File: src/rtl/mem_lsu_port.sv
// Load/store initiator between the MEM stage and the async-read byte memory.
// Define MEM_LSU_MISALIGN_CHECK_EN to flag misaligned accesses instead of force-aligning them.
module mem_lsu_port #(
  parameter int ADDR_WIDTH = 21,
  parameter int DATA_WIDTH = 32
) (
  input  logic                    clk,
  input  logic                    reset,
  input  logic                    req_valid,
  output logic                    req_ready,
  input  logic [2:0]              req_op,
  input  logic [ADDR_WIDTH-1:0]   req_addr,
  input  logic [DATA_WIDTH-1:0]   req_wdata,
  output logic                    resp_valid,
  input  logic                    resp_ready,
  output logic [DATA_WIDTH-1:0]   resp_rdata,
  output logic                    resp_err,
  output logic [ADDR_WIDTH-1:0]   mem_addr,
  input  logic [DATA_WIDTH-1:0]   mem_rdata,
  output logic [ADDR_WIDTH-1:0]   dw_addr,
  output logic [DATA_WIDTH-1:0]   dw_data,
  output logic [(DATA_WIDTH>>3)-1:0] dw_mask,
  output logic                    dw_en
);
  localparam int MASK_WIDTH = DATA_WIDTH >> 3;

  typedef enum logic [1:0] {IDLE, ACCESS, RESP} state_t;

  typedef struct packed {
    logic [2:0]            op;
    logic [ADDR_WIDTH-1:0] addr;
    logic [DATA_WIDTH-1:0] wdata;
    logic                  err;
  } req_t;

  state_t state, state_nxt;
  req_t   lat;

  logic                  is_half, is_word, acc_err;
  logic [ADDR_WIDTH-1:0] acc_addr;

  always_comb begin
    is_half  = (req_op == 3'd2) || (req_op == 3'd3) || (req_op == 3'd6);
    is_word  = (req_op == 3'd4) || (req_op == 3'd7);
    acc_addr = req_addr;
    acc_err  = 1'b0;
`ifdef MEM_LSU_MISALIGN_CHECK_EN
    acc_err  = (is_half && req_addr[0]) || (is_word && (req_addr[1:0] != 2'b00));
`else
    // Without the check, drop the offending low bits so the access stays aligned.
    if (is_half) acc_addr[0]   = 1'b0;
    if (is_word) acc_addr[1:0] = 2'b00;
`endif
  end

  always_comb begin
    state_nxt = state;
    case (state)
      IDLE:    if (req_valid)  state_nxt = ACCESS;
      ACCESS:                  state_nxt = RESP;
      RESP:    if (resp_ready) state_nxt = IDLE;
      default:                 state_nxt = IDLE;
    endcase
  end

  logic                  is_store;
  logic [1:0]            off;
  logic [DATA_WIDTH-1:0] shifted, load_ext;

  assign is_store = lat.op[2] & (lat.op[1] | lat.op[0]);
  assign off      = lat.addr[1:0];
  assign shifted  = mem_rdata >> {off, 3'b000};

  always_comb begin
    case (lat.op)
      3'd0:    load_ext = {{24{shifted[7]}}, shifted[7:0]};
      3'd1:    load_ext = {24'd0, shifted[7:0]};
      3'd2:    load_ext = {{16{shifted[15]}}, shifted[15:0]};
      3'd3:    load_ext = {16'd0, shifted[15:0]};
      3'd4:    load_ext = mem_rdata;
      default: load_ext = '0;
    endcase
  end

  always_ff @(posedge clk) begin
    if (reset) begin
      state      <= IDLE;
      lat        <= '0;
      resp_rdata <= '0;
      resp_err   <= 1'b0;
    end else begin
      state <= state_nxt;
      if (state == IDLE && req_valid)
        lat <= '{op: req_op, addr: acc_addr, wdata: req_wdata, err: acc_err};
      if (state == ACCESS) begin
        resp_rdata <= (is_store || lat.err) ? '0 : load_ext;
        resp_err   <= lat.err;
      end
    end
  end

  assign req_ready  = (state == IDLE);
  assign resp_valid = (state == RESP);
  assign mem_addr   = {lat.addr[ADDR_WIDTH-1:2], 2'b00};
  assign dw_addr    = {lat.addr[ADDR_WIDTH-1:2], 2'b00};

  // Reset gates the strobe so a store caught mid-ACCESS never commits.
  assign dw_en = (state == ACCESS) && is_store && !lat.err && !reset;

  always_comb begin
    dw_mask = '0;
    if (dw_en) begin
      case (lat.op)
        3'd5:    dw_mask = MASK_WIDTH'(4'b0001 << off);
        3'd6:    dw_mask = MASK_WIDTH'(4'b0011 << off);
        default: dw_mask = '1;
      endcase
    end
  end

  logic [MASK_WIDTH-1:0][7:0] lane_data;

  for (genvar i = 0; i < MASK_WIDTH; i++) begin : g_lane
    assign lane_data[i] = (lat.op == 3'd5) ? lat.wdata[7:0] :
                          (lat.op == 3'd6) ? lat.wdata[8*(i%2) +: 8] :
                                             lat.wdata[8*i +: 8];
  end

  assign dw_data = lane_data;
endmodule

File: config.mk
export PLATFORM = sky130hd
export DESIGN_NAME = mem_lsu_port
export DESIGN_NICKNAME = d
export VERILOG_FILES = /design/src/rtl/mem_lsu_port.sv
export SDC_FILE = /design/constraint.sdc
export NUM_CORES = 1
export LEC_CHECK = 0
export CAP_MARGIN = 20
export CORE_ASPECT_RATIO = 1.5
export CORE_UTILIZATION = 43
export DETAILED_ROUTE_END_ITERATION = 6
export GPL_TIMING_DRIVEN = 0
export PLACE_DENSITY = 0.82
export SYNTH_ARGS = -nofsm -noshare
export SYNTH_HDL_FRONTEND = slang
export SYNTH_SLANG_ARGS = --single-unit
File: constraint.sdc
create_clock -name clk -period 1.8 [get_ports clk]
set_input_delay 0.18 -clock clk [delete_from_list [all_inputs] [get_ports clk]]
set_output_delay 0.18 -clock clk [all_outputs]
set_load 0.1 [all_outputs]
* Word level (Yosys, flattened, before mapping)
Cells that the tools add are included.
** Cells by class
- Equal/unequal tests :: 15
- Shift operators :: 3
- Mux-type cells :: 14
- Bitwise logic cells :: 2
- Reduce and logical (&&, ||, !) cells :: 10
** Operators by type and width (number)
- 32-bit case mux with 5 select lines :: 1
- 8-bit two-way mux :: 5
- 32-bit two-way mux :: 1
- 32-bit by 5-bit >> shifter with 16-bit output :: 1
- 3-bit == test (second input constant) :: 6
- 3-bit by 2-bit == test with 1-bit output (second input constant) :: 4
- 4-bit case mux with 2 select lines :: 1
- 2-bit two-way mux :: 3
- 2-bit case mux with 3 select lines :: 1
- 4-bit two-way mux :: 1
- 1-bit by 2-bit left shift with 4-bit output (first input constant) :: 1
- 2-bit by 2-bit left shift with 4-bit output (first input constant) :: 1
- 3-bit by 1-bit == test with 1-bit output (second input constant) :: 1
- 1-bit logical AND :: 3
- 3-bit zero test :: 1
- 1-bit logical OR :: 3
- 2-bit by 1-bit == test with 1-bit output (second input constant) :: 1
- 2-bit == test (second input constant) :: 1
- 2-bit zero test :: 1
- 2-bit by 1-bit inequality test with 1-bit output (second input constant) :: 1
- 2-bit inequality test (second input constant) :: 1
- 2-bit AND reduction :: 1
- 1-bit AND :: 1
- 1-bit zero test :: 1
- 2 further kinds :: 2
** Word-level totals
- Register bits after elaboration :: 90
- Bits of input ports :: 92
- Output and inout port bits :: 114
- Word-level logic and storage cells :: 49

* Logic depth before layout (Yosys ltp)
- Depth in word-level cells :: 5
- Mapped depth :: 7
- Mapped depth without buffers :: 4

* Worst setup path before layout
OpenSTA, ideal clock, no wires.
- Path kind :: register to output
- Start :: register lat[56] (netlist name)
- End :: output dw_data[24]
- Arrival :: 2.678 ns
- Required time :: 1.620 ns
- Slack :: -1.058 ns
- Stages on the path, launching flop included :: 7
- Path buffers :: 3
- Cells stage by stage :: dfxtp_1 -> buf_2 -> inv_1 -> clkbuf_1 -> clkbuf_1 -> o31ai_1 -> a21oi_1
** Between the ends
- Longest elaborated chain between the ends :: 3
** RTL lines
- start, declared :: RTL line 37 : req_t lat;
- start signal, assigned :: RTL line 94 : lat <= '{op: req_op, addr: acc_addr, wdata: req_wdata, err: acc_err};
- 3-bit == test :: RTL line 125 : (lat.op == 3'd6) ? lat.wdata[8*(i%2) +: 8] :
- 8-bit two-way mux :: RTL line 125
- 8-bit two-way mux (*) :: RTL line 124 : assign lane_data[i] = (lat.op == 3'd5) ? lat.wdata[7:0] :
- end, declared :: RTL line 21 : output logic [DATA_WIDTH-1:0] dw_data,
Every way passes the cells marked *; elsewhere a longest branch is shown, timed or not.

* Worst setup path after layout
- Start :: register lat[55] (netlist name)
- End :: output dw_data[28]
Same word-level chain as after synthesis.

==> flow_summary.toml <==
[worst_setup_path]
endpoint_kind = "primary output"
path_class = "reg -> out"
reg2reg_depth = 8
cp-start-kind = "flip-flop"
crit_arrival_ns = 1.90
path_max_fanout = 7
required_ns = 1.62

[sta]
hold_viol = 0
tightest_slew_ns = 0.9849
final.min_clock_period_ns = 2.076
clock_skew_ns = 0.009931
slew_headroom_pct = 34.60
fin_worst_hold_slack_ns = 0.3708
setup_viol = 31
fmax_mhz = 481.8
setup_ws_ns = -0.2756
timing.final.crit_share_pct = 115.3
finalMaxSlewViolations = 0
rsz0062_at_grt = "true"

[placed_design]
dp_hpwl_um = 12620
placed_area_um2 = 7077
io_buffers = 199
routabilityCongestion = 0.8683

[cells_and_area]
fin_nets = 902
layout-drive-gt1-share_pct = 37.91
syn2layout_area_growth_pct = 79.83
finalInstanceArea_um2 = 8498
final_common_cell = "nand2_1"
diodes = 0
layout_common_cells = "nand2_1, clkdlybuf4s50_1, dfxtp_1"

[synth]
synth_ff_type = "dfxtp_1"
seq_area_frac_synth_pct = 38.13
synth_cells = 565
async_flop_share_pct = 0
yosys.cell_types.count = 49
yosys_register_bits = 90
synthesis.area_um2 = 4726
synth_edf_count = 0
ys_warn_count = 0
syn_avg_cell_area_um2 = 8.364

[clock_tree]
cts_made_buffers = 9
cts.path.max_buffers = 2
clkLatencyLatePin_ns = 0.35
ctsHoldBuffers = 0
cts_root_buffer = "clkbuf_16"
cts.htree.levels = 3
path_clk_slew_ns = 0.07
cts_tree = "done"
cts_sinks = 90

[global_routing]
grt_max_degree = 15
grt_pass1_wl_um = 27740
antenna_found_initial = 0
grtUsageTotal_pct = 32.38
grt_pass1_vias = 5339
grt-ovfl-total = 0

[power_and_ir_drop]
total_power_mw = 7.003
p_per_area_nw_per_um2 = 824.1
vdd_drop_max_mv = 0.5179
p_leak_nw = 3.518

[status]
outcome = "finished, violations left"
violations = "negative setup slack"

[die]
rows = 46
boundaryPins = 206
start_util_pct = 44.38
die_area_um2 = 11420
core_um2 = 10650
die_w_um = 87.60
die_h_um = 130.4

[hold_path]
whs_path_depth = 3
hp-class = "in -> reg"

[route]
wire_per_inst_um = 20.56
num_vias = 5477
drt_iter0_drc = 363
wl_um = 19720
dr.pass1.iters = 7
viasPerCell = 5.711
antenna_left = 0
drt_drc_violations_left = 0

[flow_run]
cap_violations = 0
flip-flops by register name, summed over array words and instances (netlist names):
name,cells
resp_rdata,32
lat,29
dw_addr,19
dw_data,8
state,2
stage by stage:
| step | setup TNS, ns | util (%) | setup slack [ns] | cells |
|---|---|---|---|---|
| after floorplan | -13.91 | - | -0.3028 | 569 |
| after global placement | -29.52 | 66.46 | -0.9384 | 912 |
| after detailed placement | -32.30 | 66.46 | -0.9710 | 912 |
| after CTS | -3.338 | 77.78 | -0.1821 | 948 |
| after global routing | -5.712 | 79.81 | -0.3053 | 959 |
| final | -4.258 | 79.81 | -0.2756 | 959 |
cell families (layout without fill, tap and decap cells):
| group | count (synthesis) | in the layout | synth area share, % |
|---|---|---|---|
| AOI/OAI and AO/OA | 157 | 157 | 22.16 |
| xor gates and xnor gates | 2 | 2 | 0.5296 |
| buffers and inverters | 110 | 356 | 13.87 |
| DFF | 90 | 90 | 38.13 |
| muxes | 27 | 27 | 8.472 |
| other | 1 | 5 | 0.07935 |
| and+or+nand+nor | 178 | 178 | 16.76 |
power by group:
part | internal [mW] | switching (mW) | total, mW
sequential | 2.12 | 0.131 | 2.25
combinational | 0.935 | 1.87 | 2.80
clock | 1.15 | 0.797 | 1.95
synth_stat cells, drive strengths merged, types with 9 or more instances:
| library cell | count | share of area (%) |
|---|---|---|
| dfxtp | 90 | 38 |
| o22ai | 9 | 1.2 |
| buf | 77 | 11 |
| o21ai | 9 | 0.95 |
| nand2 | 114 | 9.1 |
| nor3 | 9 | 0.95 |
| a21oi | 70 | 7.4 |
| mux2 | 18 | 4.4 |
| nor2 | 24 | 1.9 |
| inv | 11 | 0.87 |
| a221o | 16 | 3.4 |
| clkbuf | 22 | 1.7 |
| nand2b | 16 | 2.1 |
| a221oi | 10 | 1.9 |
final cells by class:
| class | count | area [µm²] |
|---|---|---|
| Clock buffer | 12 | 256.5 |
| Clock inverter | 4 | 50.05 |
| Inverter | 11 | 41.29 |
| Multi-Input combinational cell | 369 | 2849 |
| Tap cell | 144 | 180.2 |
| Fill cell | 660 | 2150 |
| Timing Repair Buffer | 233 | 2541 |
| Sequential cell | 90 | 1814 |
| Buffer | 96 | 765.7 |
layer usage:
layer | up-vias | wire [µm] | track usage (%) | part of all wire [%]
li1 | 2426 | - | - | -
met1 | 2618 | 6581 | 32.78 | 33
met2 | 341 | 10630 | 61.63 | 54
met3 | 92 | 1284 | 5.842 | 6.5
met4 | 0 | 1217 | 17.65 | 6.2
met5 | - | 0 | 0 | 0
path summary, 6_finish.rpt:
kind / from / to / slack [ns]
worst min-delay path: req_wdata[27] / lat[28]$_SDFFE_PP0P_ / 0.37
worst max register to register: lat[55]$_SDFFE_PP0P_ / resp_rdata[23]$_SDFFE_PP0N_ / 0
worst min register to register: lat[18]$_SDFFE_PP0P_ / lat[18]$_SDFFE_PP0P_ / 0.47
worst max-delay path: lat[55]$_SDFFE_PP0P_ / dw_data[28] / -0.28
repair_timing:
item                                    4_1_cts  5_1_grt
setup buffers                                17       13
pin swaps                                    24       12
endpoints found under the setup margin      129       95
resized for setup                           524       48
endpoints found under the hold margin         0        0
cloned                                        5        0
worst max-delay path, stage by stage (launching register included):
cell and delay, ns:
dfxtp_2 0.33, buf_8 0.13, buf_8 0.14, buf_8 0.13
nor2_2 0.04, a31oi_1 0.28, o22ai_2 0.14, a21oi_4 0.16
buf_12 0.19
Note: power is estimated with default switching activity, not from simulation.
